## src/rtl/sn18x_pkg.sv

```systemverilog
// rtl/sn18x_pkg.sv - shared types and constants for the SN18x BCD converter family
package sn18x_pkg;

  typedef enum logic [1:0] {
    IDLE,
    SHIFT,
    DONE
  } state_t;

  localparam int BCD_DIGIT_W = 4;

  // Double-dabble adjust: a digit of 5 or more gets 3 added before the shift
  localparam logic [BCD_DIGIT_W-1:0] ADJ_THRESH = 4'd5;
  localparam logic [BCD_DIGIT_W-1:0] ADJ_ADD    = 4'd3;

  // Disabled parts drive every output digit to all ones
  localparam logic [BCD_DIGIT_W-1:0] DISABLED_DIGIT = '1;

endpackage

```

## src/rtl/dabble_digit.sv

```systemverilog
// rtl/dabble_digit.sv - combinational shift-add-3 adjust cell for one BCD digit
module dabble_digit
  import sn18x_pkg::*;
(
  input  logic [BCD_DIGIT_W-1:0] din,
  output logic [BCD_DIGIT_W-1:0] dout
);

  // 4-bit add with no carry out; a legal digit (0-9) never wraps
  assign dout = (din >= ADJ_THRESH) ? din + ADJ_ADD : din;

endmodule

```

## src/rtl/sn185_seq_bin2bcd.sv

```systemverilog
// rtl/sn185_seq_bin2bcd.sv - sequential binary-to-BCD converter, one bit per clock
module sn185_seq_bin2bcd
  import sn18x_pkg::*;
#(
  parameter int BIN_W  = 6,
  parameter int DIGITS = 2
) (
  input  logic                            clk,
  input  logic                            rst_n,
  input  logic                            g_n,
  input  logic                            in_valid,
  output logic                            in_ready,
  input  logic [BIN_W-1:0]                bin_in,
  output logic                            out_valid,
  input  logic                            out_ready,
  output logic [BCD_DIGIT_W*DIGITS-1:0]   bcd_out,
  output logic                            ovf
);

  localparam int CNT_W = $clog2(BIN_W + 1);
  localparam int BCD_W = BCD_DIGIT_W * DIGITS;
  localparam logic [CNT_W-1:0] CNT_LOAD = CNT_W'(BIN_W);
  localparam logic [CNT_W-1:0] CNT_ONE  = CNT_W'(1);

  state_t             state;
  logic [CNT_W-1:0]   cnt;
  logic [BIN_W-1:0]   sreg;
  logic [BCD_W-1:0]   digits;
  logic [BCD_W-1:0]   adj;
  logic               ovf_r;

  // {carry out of top digit, adjusted digits, shift register} after one left shift
  logic [BCD_W+BIN_W:0] shifted;

  // One adjust cell per digit; all digits are corrected in parallel before the shift
  for (genvar g = 0; g < DIGITS; g++) begin : g_adj
    dabble_digit u_adj (
      .din  (digits[g*BCD_DIGIT_W +: BCD_DIGIT_W]),
      .dout (adj[g*BCD_DIGIT_W +: BCD_DIGIT_W])
    );
  end

  assign shifted = {adj, sreg, 1'b0};

  // Enable gates the handshakes and the digit output without waiting for a clock
  assign in_ready  = ~g_n & (state == IDLE);
  assign out_valid = ~g_n & (state == DONE);
  assign bcd_out   = g_n ? {DIGITS{DISABLED_DIGIT}} : digits;
  assign ovf       = ovf_r;

  // Conversion FSM: capture in IDLE, shift-add-3 BIN_W times, hold result in DONE
  always_ff @(posedge clk or negedge rst_n) begin
    if (!rst_n) begin
      state  <= IDLE;
      cnt    <= '0;
      sreg   <= '0;
      digits <= '0;
      ovf_r  <= 1'b0;
    end else if (g_n) begin
      // Disable aborts whatever is in flight and discards the result
      state  <= IDLE;
      cnt    <= '0;
      sreg   <= '0;
      digits <= '0;
      ovf_r  <= 1'b0;
    end else begin
      case (state)
        IDLE: begin
          if (in_valid && in_ready) begin
            sreg   <= bin_in;
            digits <= '0;
            ovf_r  <= 1'b0;
            cnt    <= CNT_LOAD;
            state  <= SHIFT;
          end
        end
        SHIFT: begin
          digits <= shifted[BCD_W+BIN_W-1:BIN_W];
          sreg   <= shifted[BIN_W-1:0];
          if (shifted[BCD_W+BIN_W]) begin
            ovf_r <= 1'b1;
          end
          cnt <= cnt - CNT_ONE;
          if (cnt == CNT_ONE) begin
            state <= DONE;
          end
        end
        DONE: begin
          if (out_valid && out_ready) begin
            state <= IDLE;
          end
        end
        default: state <= IDLE;
      endcase
    end
  end

endmodule

```

## config.mk

```make
export PLATFORM = sky130hd
export DESIGN_NAME = sn185_seq_bin2bcd
export DESIGN_NICKNAME = d
export VERILOG_FILES = /design/src/rtl/sn18x_pkg.sv /design/src/rtl/dabble_digit.sv /design/src/rtl/sn185_seq_bin2bcd.sv
export SDC_FILE = /design/constraint.sdc
export NUM_CORES = 1
export LEC_CHECK = 0
export ABC_AREA = 0
export CAP_MARGIN = 10
export CORE_MARGIN = 3
export CORE_UTILIZATION = 35
export CTS_CLUSTER_DIAMETER = 30
export DETAILED_ROUTE_END_ITERATION = 8
export SLEW_MARGIN = 20
export SYNTH_ARGS = -nofsm -noshare
export SYNTH_HDL_FRONTEND = slang
export SYNTH_HIERARCHICAL = 1
export SYNTH_SLANG_ARGS = --single-unit
```

## constraint.sdc

```tcl
create_clock -name clk -period 1.89 [get_ports clk]
set_input_delay 0.2835 -clock clk [delete_from_list [all_inputs] [get_ports clk]]
set_output_delay 0.2835 -clock clk [all_outputs]
set_load 0.01 [all_outputs]
```

Word level (Yosys, flattened, before mapping). Cells that the tools add are included. W data, S select, Z words.

Word-level logic and storage cells: 48. Output and inout bits: 11. Bits in registers: 20. Input port bits: 11.

Magnitude comparators: 2. Equal/unequal tests: 7. Multiplexer cells: 21. Add/subtract/negate cells: 3. Reduce and logical (&&, ||, !) cells: 7. Bitwise logic cells: 3.

Operators by type and width (count): $mux W8 (3); $pmux W8 S2 (1); $mux W6 (2); $pmux W6 S2 (1); $ne A3 B2 Y1 const B (3); $add A4 B2 Y4 const B (2); $ge A4 B3 Y1 const B (2); $mux W2 (4); $mux W4 (2); $mux W3 (2); $pmux W2 S3 (1); $pmux W3 S2 (1); $reduce_and A3 Y1 (2); $eq A3 B1 Y1 const B (1); $mux W1 (3); $ne A3 B3 Y1 const B (1); $reduce_bool A3 Y1 (1); $sub A3 B1 Y3 const B (1); $and A1 B1 Y1 (2); $eq A2 B1 Y1 const B (1); $eq A2 B2 Y1 const B (1); $logic_and A1 B1 Y1 (2); $logic_not A2 Y1 (1); $pmux W1 S2 (1); 2 further kinds (2).

Logic depth before layout (Yosys ltp). Gate-level depths: netlist (run 1).

Word-level depth: 6. Gate-level depth with buffers: 8. Gate-level depth less buffers: 8.

Cells and area by module. Netlist (run 1), hierarchy kept.

By module, submodules not included: sn185_seq_bin2bcd (sequential area each 500.5 um^2, times used 1, cells an instance 88, area an instance 997.2 um^2); dabble_digit (sequential area each 0.0 um^2, times used 2, cells an instance 16, area an instance 101.3 um^2).

Least setup slack after synthesis (run 1). OpenSTA, ideal clock, no wires.

Kind: reg2reg. Start: register digits[0]. End: register digits[2]. Buffers on the path: 0. Required time: 1.769 ns. Stages on the path, launching flop included: 6. Clock period less this slack: 1.338 ns. Slack: 0.552 ns. Setup time: 0.121 ns. Arrival: 1.217 ns. Cell sequence: dfrtp_1 ha_1 nand2b_1 a21oi_2 mux2i_1 a22o_1.

Cells in the longest elaborated chain, start to end: 4. Elaborated cells between the ends (all ways): 5. Classes of those cells: 1 x add/sub; 1 x order compare; 3 x mux.

Ends and longest elaborated chain: start: declaration (line sn185_seq_bin2bcd.sv:28) `logic [BCD_W-1:0] digits;`; start signal: assignment (line sn185_seq_bin2bcd.sv:78) `digits <= shifted[BCD_W+BIN_W-1:BIN_W];`; $add A4 B2 Y4 or $ge A4 B3 Y1 (tied branches) (line dabble_digit.sv:10) `assign dout = (din >= ADJ_THRESH) ? din + ADJ_ADD : din;`; $mux W4 * (line dabble_digit.sv:10); net adj[1] (line sn185_seq_bin2bcd.sv:29) `logic [BCD_W-1:0] adj;`; $pmux W8 S2 * (line sn185_seq_bin2bcd.sv:67) `case (state)`; $mux W8 * (line sn185_seq_bin2bcd.sv:59) `end else if (g_n) begin`.

Mark *: on every way through the listed nets, which the timed path passes. The rest lies on a longest branch. A chain may end at the register's enable or synchronous reset.

Worst setup path after layout (run 1).
Start: input port g_n. End: output port bcd_out[5].

Cells in the longest elaborated chain, start to end: 1.

Ends and longest elaborated chain: start: declaration (line sn185_seq_bin2bcd.sv:10) `input logic g_n,`; $mux W8 (line sn185_seq_bin2bcd.sv:48) `assign bcd_out = g_n ? {DIGITS{DISABLED_DIGIT}} : digits;`; end: declaration (line sn185_seq_bin2bcd.sv:16) `output logic [BCD_DIGIT_W*DIGITS-1:0] bcd_out,`.

No other way between the ends.

==> impl_metrics.ini, run 1 <==
[outcome]
outcome = finished clean

[routing]
drt-met1-wl_mm = 1.17
vias = 953
drc = 0
via_per_inst = 4.99
routedWlPerCell_um = 13.2
routed_wl_mm = 2.51
wl_met2_mm = 1.21
top_layer = met4
dr_wl_met3_um = 99
dr.pass1.iters = 4
ant_nets = 0
first_iter_violations = 52

[finish]
final_layout_size_suffix_gt1_share_pct = 19.0
antenna_cells = 0
nets = 165
syn_to_final_growth_pct = 28.6
final_util_pct = 48.9

[clocking]
cts_sinks = 20
hold_buffers = 0
clkTransAtPathRegs_ps = 120
post-cts-setup-buffers = 0
post_cts_resized = 9
cts_buffers = 3
cts-root-buf = clkbuf_4
ctsLongestPathBuffers = 2
clkLatencyLatePin_ps = 310
htreeDepth = 1
cts_tree = done

[setup_path]
critPathSlowestCell = clkdlybuf4s50_1
path_delay_family = buffers and inverters
arrival_ps = 1440
timing.rr.start = digits[5]
critPathMaxStageDelay_ps = 400
worstPathMaxFanout = 12
crit_path_end_kind = primary output
path_cells = clkdlybuf4s50_1, buf_4, or2_2, dlygate4sd2_1
r2r-end = digits[6]
startpoint_type = input pin
critical_path_class = in -> out
crit_required_ps = 1610
crit_buf_inv = 3
reg2regPathDepth = 6
reg2reg_slack_ps = 410

[global_route]
grt_usage_pct = 13.6
grt_pass1_vias = 980
grt_max_degree = 21
antenna_found_initial = 0
grt.overflow.total = 0
grt_pass1_wl_mm = 4.44

[power_and_ir_drop]
power_density_mw_per_mm2 = 644
clock_power_share_pct = 35.7
p_sw_uw = 240
ir_worst_vdd_uv = 272
p_sw_share_pct = 24.2
internal_power_uw = 753
comb_power_share_pct = 17.6
seqPwrFrac_pct = 46.7
leakagePower_nw = 0.724

[floorplanning]
die_area_mm2 = 0.00417
rows = 20
die_h_um = 64.6
die_w_um = 64.6
io_pins = 22
initial_core_util_pct = 38.1
fp.coreArea_mm2 = 0.00315

[synthesis]
synth_top_area_share_pct = 41.7
synth_cell_types = 29
yosysTopAreaCell = dfrtp_1
synth.area.top_cells = dfrtp_1, ha_1, a22o_1, mux2i_1, a211oi_1
postSynthCellCount = 120
syn_area_mm2 = 0.00120
yosys_warnings = 6
synth_seq_cells = 20
yosys_most_used_dff = dfrtp_1
synth-edff-count = 0
synth.net_count = 137
synth.yosys.seq_area_share_pct = 41.7
async_flop_share_pct = 100
synth_common_cells = dfrtp_1, nor2_1, a22o_1, nand2_1, or2_2
synth_most_common_cell = dfrtp_1
syn_area_per_cell_um2 = 10.0

[place]
port_buffers = 21
place_congestion = 0.723
place_ws_ps = -32.6
dp_hpwl_mm = 1.74

[timing]
finalHoldViolations = 0
post-route-period-util_pct = 91.4
rsz0062_at_grt = false
worst_slack_ps = 163
timing.final.crit_period_ps = 1730
worst_hold_slack_ps = 292
relSlewSlack_pct = 68.8
setup_viol = 0
worst_pin_slew_ps = 457
max_freq_mhz = 579
drv_slew = 0
skew_ps = 8.10

[job]
maxCapViolations = 0

[hold_path]
min_path_type = in -> async
==> cell families after synthesis <==
logic type	Yosys count	share of synthesized area, %
AOI/OAI and AO/OA	30	18.7
xor gates and xnor gates	2	1.46
adders and majority gates	6	6.26
buffers and inverters	13	5.42
DFF	20	41.7
muxes	8	6.78
and+or+nand+nor	41	19.7
==> area by class of cell <==
| cell class | count | area [um^2] |
|---|---|---|
| Timing Repair Buffer | 29 | 274 |
| Inverter | 7 | 26.3 |
| Fill cell | 314 | 1610 |
| Tap cell | 44 | 55.1 |
| Clock inverter | 1 | 30.0 |
| Sequential cell | 20 | 500 |
| Clock buffer | 3 | 22.5 |
| Multi-Input combinational cell | 87 | 634 |
==> cells in the final DEF (no fill, tap or decap), drive strengths merged, types with 2 or more instances in the layout <==
cell type	count
nand2	8
mux2i	7
a21oi	5
inv	7
nand2b	4
a22o	8
buf	8
xnor2	2
dlygate4sd2	9
nor2b	3
or2	8
clkbuf	3
nor3b	3
dfrtp	20
o21ai	8
a211oi	7
nor2	12
clkdlybuf4s50	11
ha	6
==> metrics by stage <==
step | total power, mW | cells | instance area, um^2 | TNS [ps]
6_report | 0.993 | 191 | 1540 | 0
5_1_grt | 1.05 | 191 | 1540 | 0
3_3_place_gp | 0.653 | 187 | 1500 | -289
4_1_cts | 1.01 | 191 | 1540 | 0
2_1_floorplan | 0.573 | 120 | 1200 | 0
3_5_place_dp | 0.656 | 187 | 1500 | -223
==> metal layers <==
metal	global-route usage [%]	up-vias
li1	-	474
met1	16.5	459
met2	24.0	16
met3	2.60	4
met4	4.75	0
met5	0	-
==> registers in the layout, summed over array words and instances, names as in the netlist <==
register,flops
digits,8
ovf,1
sreg,6
state,2
cnt,3
==> power groups by stage <==
stage / combinational, mW / sequential [mW] / clock [mW]
detailed placement: 0.184 / 0.472 / 0
global route: 0.196 / 0.467 / 0.386
finish: 0.175 / 0.464 / 0.355
CTS: 0.179 / 0.464 / 0.365
global placement: 0.182 / 0.471 / 0
floorplan: 0.105 / 0.467 / 0
==> worst max-delay path by stage <==
stage | startpoint | endpoint | slack (ps) | depth (start not counted)
2_1_floorplan | digits[0] | digits[2] | 550 | 5
3_3_place_gp | g_n | bcd_out[6] | -40 | 4
3_5_place_dp | g_n | bcd_out[7] | -30 | 4
4_1_cts | g_n | in_ready | 40 | 4
5_1_grt | g_n | bcd_out[3] | 100 | 4
6_report | g_n | bcd_out[5] | 160 | 4
(Power assumes the default switching activity.)
==> inputs of run 2 (changes only) <==
Settings changed: ABC_AREA 0 to not set, DONT_BUFFER_PORTS set to 1.
==> impl_metrics.ini, run 2 (same netlist as run 1, synthesis figures left out) <==
[outcome]
outcome = finished clean

[routing]
first_iter_violations = 55
routed_wl_mm = 2.31
dr.pass1.iters = 4
drc = 0
routedWlPerCell_um = 14.0
ant_nets = 0
via_per_inst = 4.98
vias = 821

[finish]
mostFrequentLayoutCells = dfrtp_1, nor2_1, or2_2, a22o_1, nand2_1
final_util_pct = 41.2
final_area_mm2 = 0.00130
final_layout_size_suffix_gt1_share_pct = 16.5
antenna_cells = 0
largest_register_ff_count = 8
nets = 139
syn_to_final_growth_pct = 8.24
final_common_cell = dfrtp_1
top_regs = digits x8, sreg x6, cnt x3
regMostFlops = digits

[global_route]
grt_pass1_vias = 870
use_met3_pct = 4.33
grt_usage_pct = 12.3
grt_pass1_wl_mm = 4.09
grt_max_degree = 24
grt.overflow.total = 0
grt_busiest_layer = met2
grt_use_met2_pct = 19.2
antenna_found_initial = 0
grt_use_met1_pct = 16.6

[floorplanning]
initial_core_util_pct = 38.1
fp.coreArea_mm2 = 0.00315
die_h_um = 64.6
rows = 20
die_w_um = 64.6
die_area_mm2 = 0.00417
io_pins = 22

[timing]
final.setup.tns_ps = 0
rsz0062_at_grt = false
setup_viol = 0
finalHoldViolations = 0
drv_slew = 0
skew_ps = 22.0
worst_pin_slew_ps = 906
timing.final.crit_period_ps = 1670
worst_hold_slack_ps = 13.4
post-route-period-util_pct = 88.6
relSlewSlack_pct = 39.4
max_freq_mhz = 597

[place]
place_congestion = 0.796
post_dp_cell_area_mm2 = 0.00122
dp_hpwl_mm = 1.61
port_buffers = 0

[setup_path]
critPathMaxStageDelay_ps = 620
arrival_ps = 1390
worstPathMaxFanout = 16
crit_buf_inv = 0
crit_required_ps = 1610
critPathSlowestCell = dfrtp_1
path_cells = nor3b_1
path_delay_family = flip-flops
critical_path_class = reg -> out
crit_path_end_kind = primary output
startpoint_type = flop

[clocking]
ctsLongestPathBuffers = 2
cts-root-buf = clkbuf_4
cts_buffers = 3
cts_sinks = 20
clkTransAtPathRegs_ps = 130
htreeDepth = 1
cts_tree = done
clkLatencyLatePin_ps = 310

[power_and_ir_drop]
ir_worst_vdd_uv = 693
power_density_mw_per_mm2 = 722
power.total_uw = 938
leakagePower_nw = 0.584

[job]
maxCapViolations = 0

[hold_path]
min_path_type = in -> reg
[run 2: repair_timing]
item                      4_1_cts  5_1_grt
hold endpoints to repair       21        4
gates resized for setup         0        0
hold buffers                    2        1
setup buffers                   0        0
[run 2: layout make-up]
cell class / instances / area [um^2]
fill: 311 / 1850
multi-input combinational: 87 / 634
sequential: 20 / 500
tap: 44 / 55.1
clock inverter: 1 / 30.0
timing repair buffer: 3 / 30.0
inverter: 7 / 26.3
clock buffer: 3 / 22.5
[run 2: report_power, final]
group / switching [mW] / internal, mW / total [mW]
clock: 0.139 / 0.214 / 0.353
combinational: 0.0600 / 0.0518 / 0.112
sequential: 0.0241 / 0.448 / 0.473
total: 0.223 / 0.715 / 0.938
[run 2: path summary, 6_finish.rpt]
check,startpoint,to,slack [ps],depth (start not counted)
worst max-delay path,state[0],out_valid,220,1
worst min-delay path,g_n,state[1],10,1
worst max register to register,state[0],cnt[0],330,3
worst min register to register,sreg[5],digits[0],530,1
max in group asynchronous,rst_n,digits[3],780,1
min in group asynchronous,rst_n,sreg[1],530,1
[run 2: metrics by stage]
step / cells / setup slack [ps]
after CTS: 164 / 210
after global placement: 158 / 405
after detailed placement: 158 / 384
final: 165 / 216
after global routing: 165 / 101
after floorplan: 120 / 552
[run 2: layer usage]
metal  routed length [um]  up-vias
met2                 1080       18
li1                     -      415
met1                 1130      386
met4                   13        0
met5                    0        -
met3                   87        2
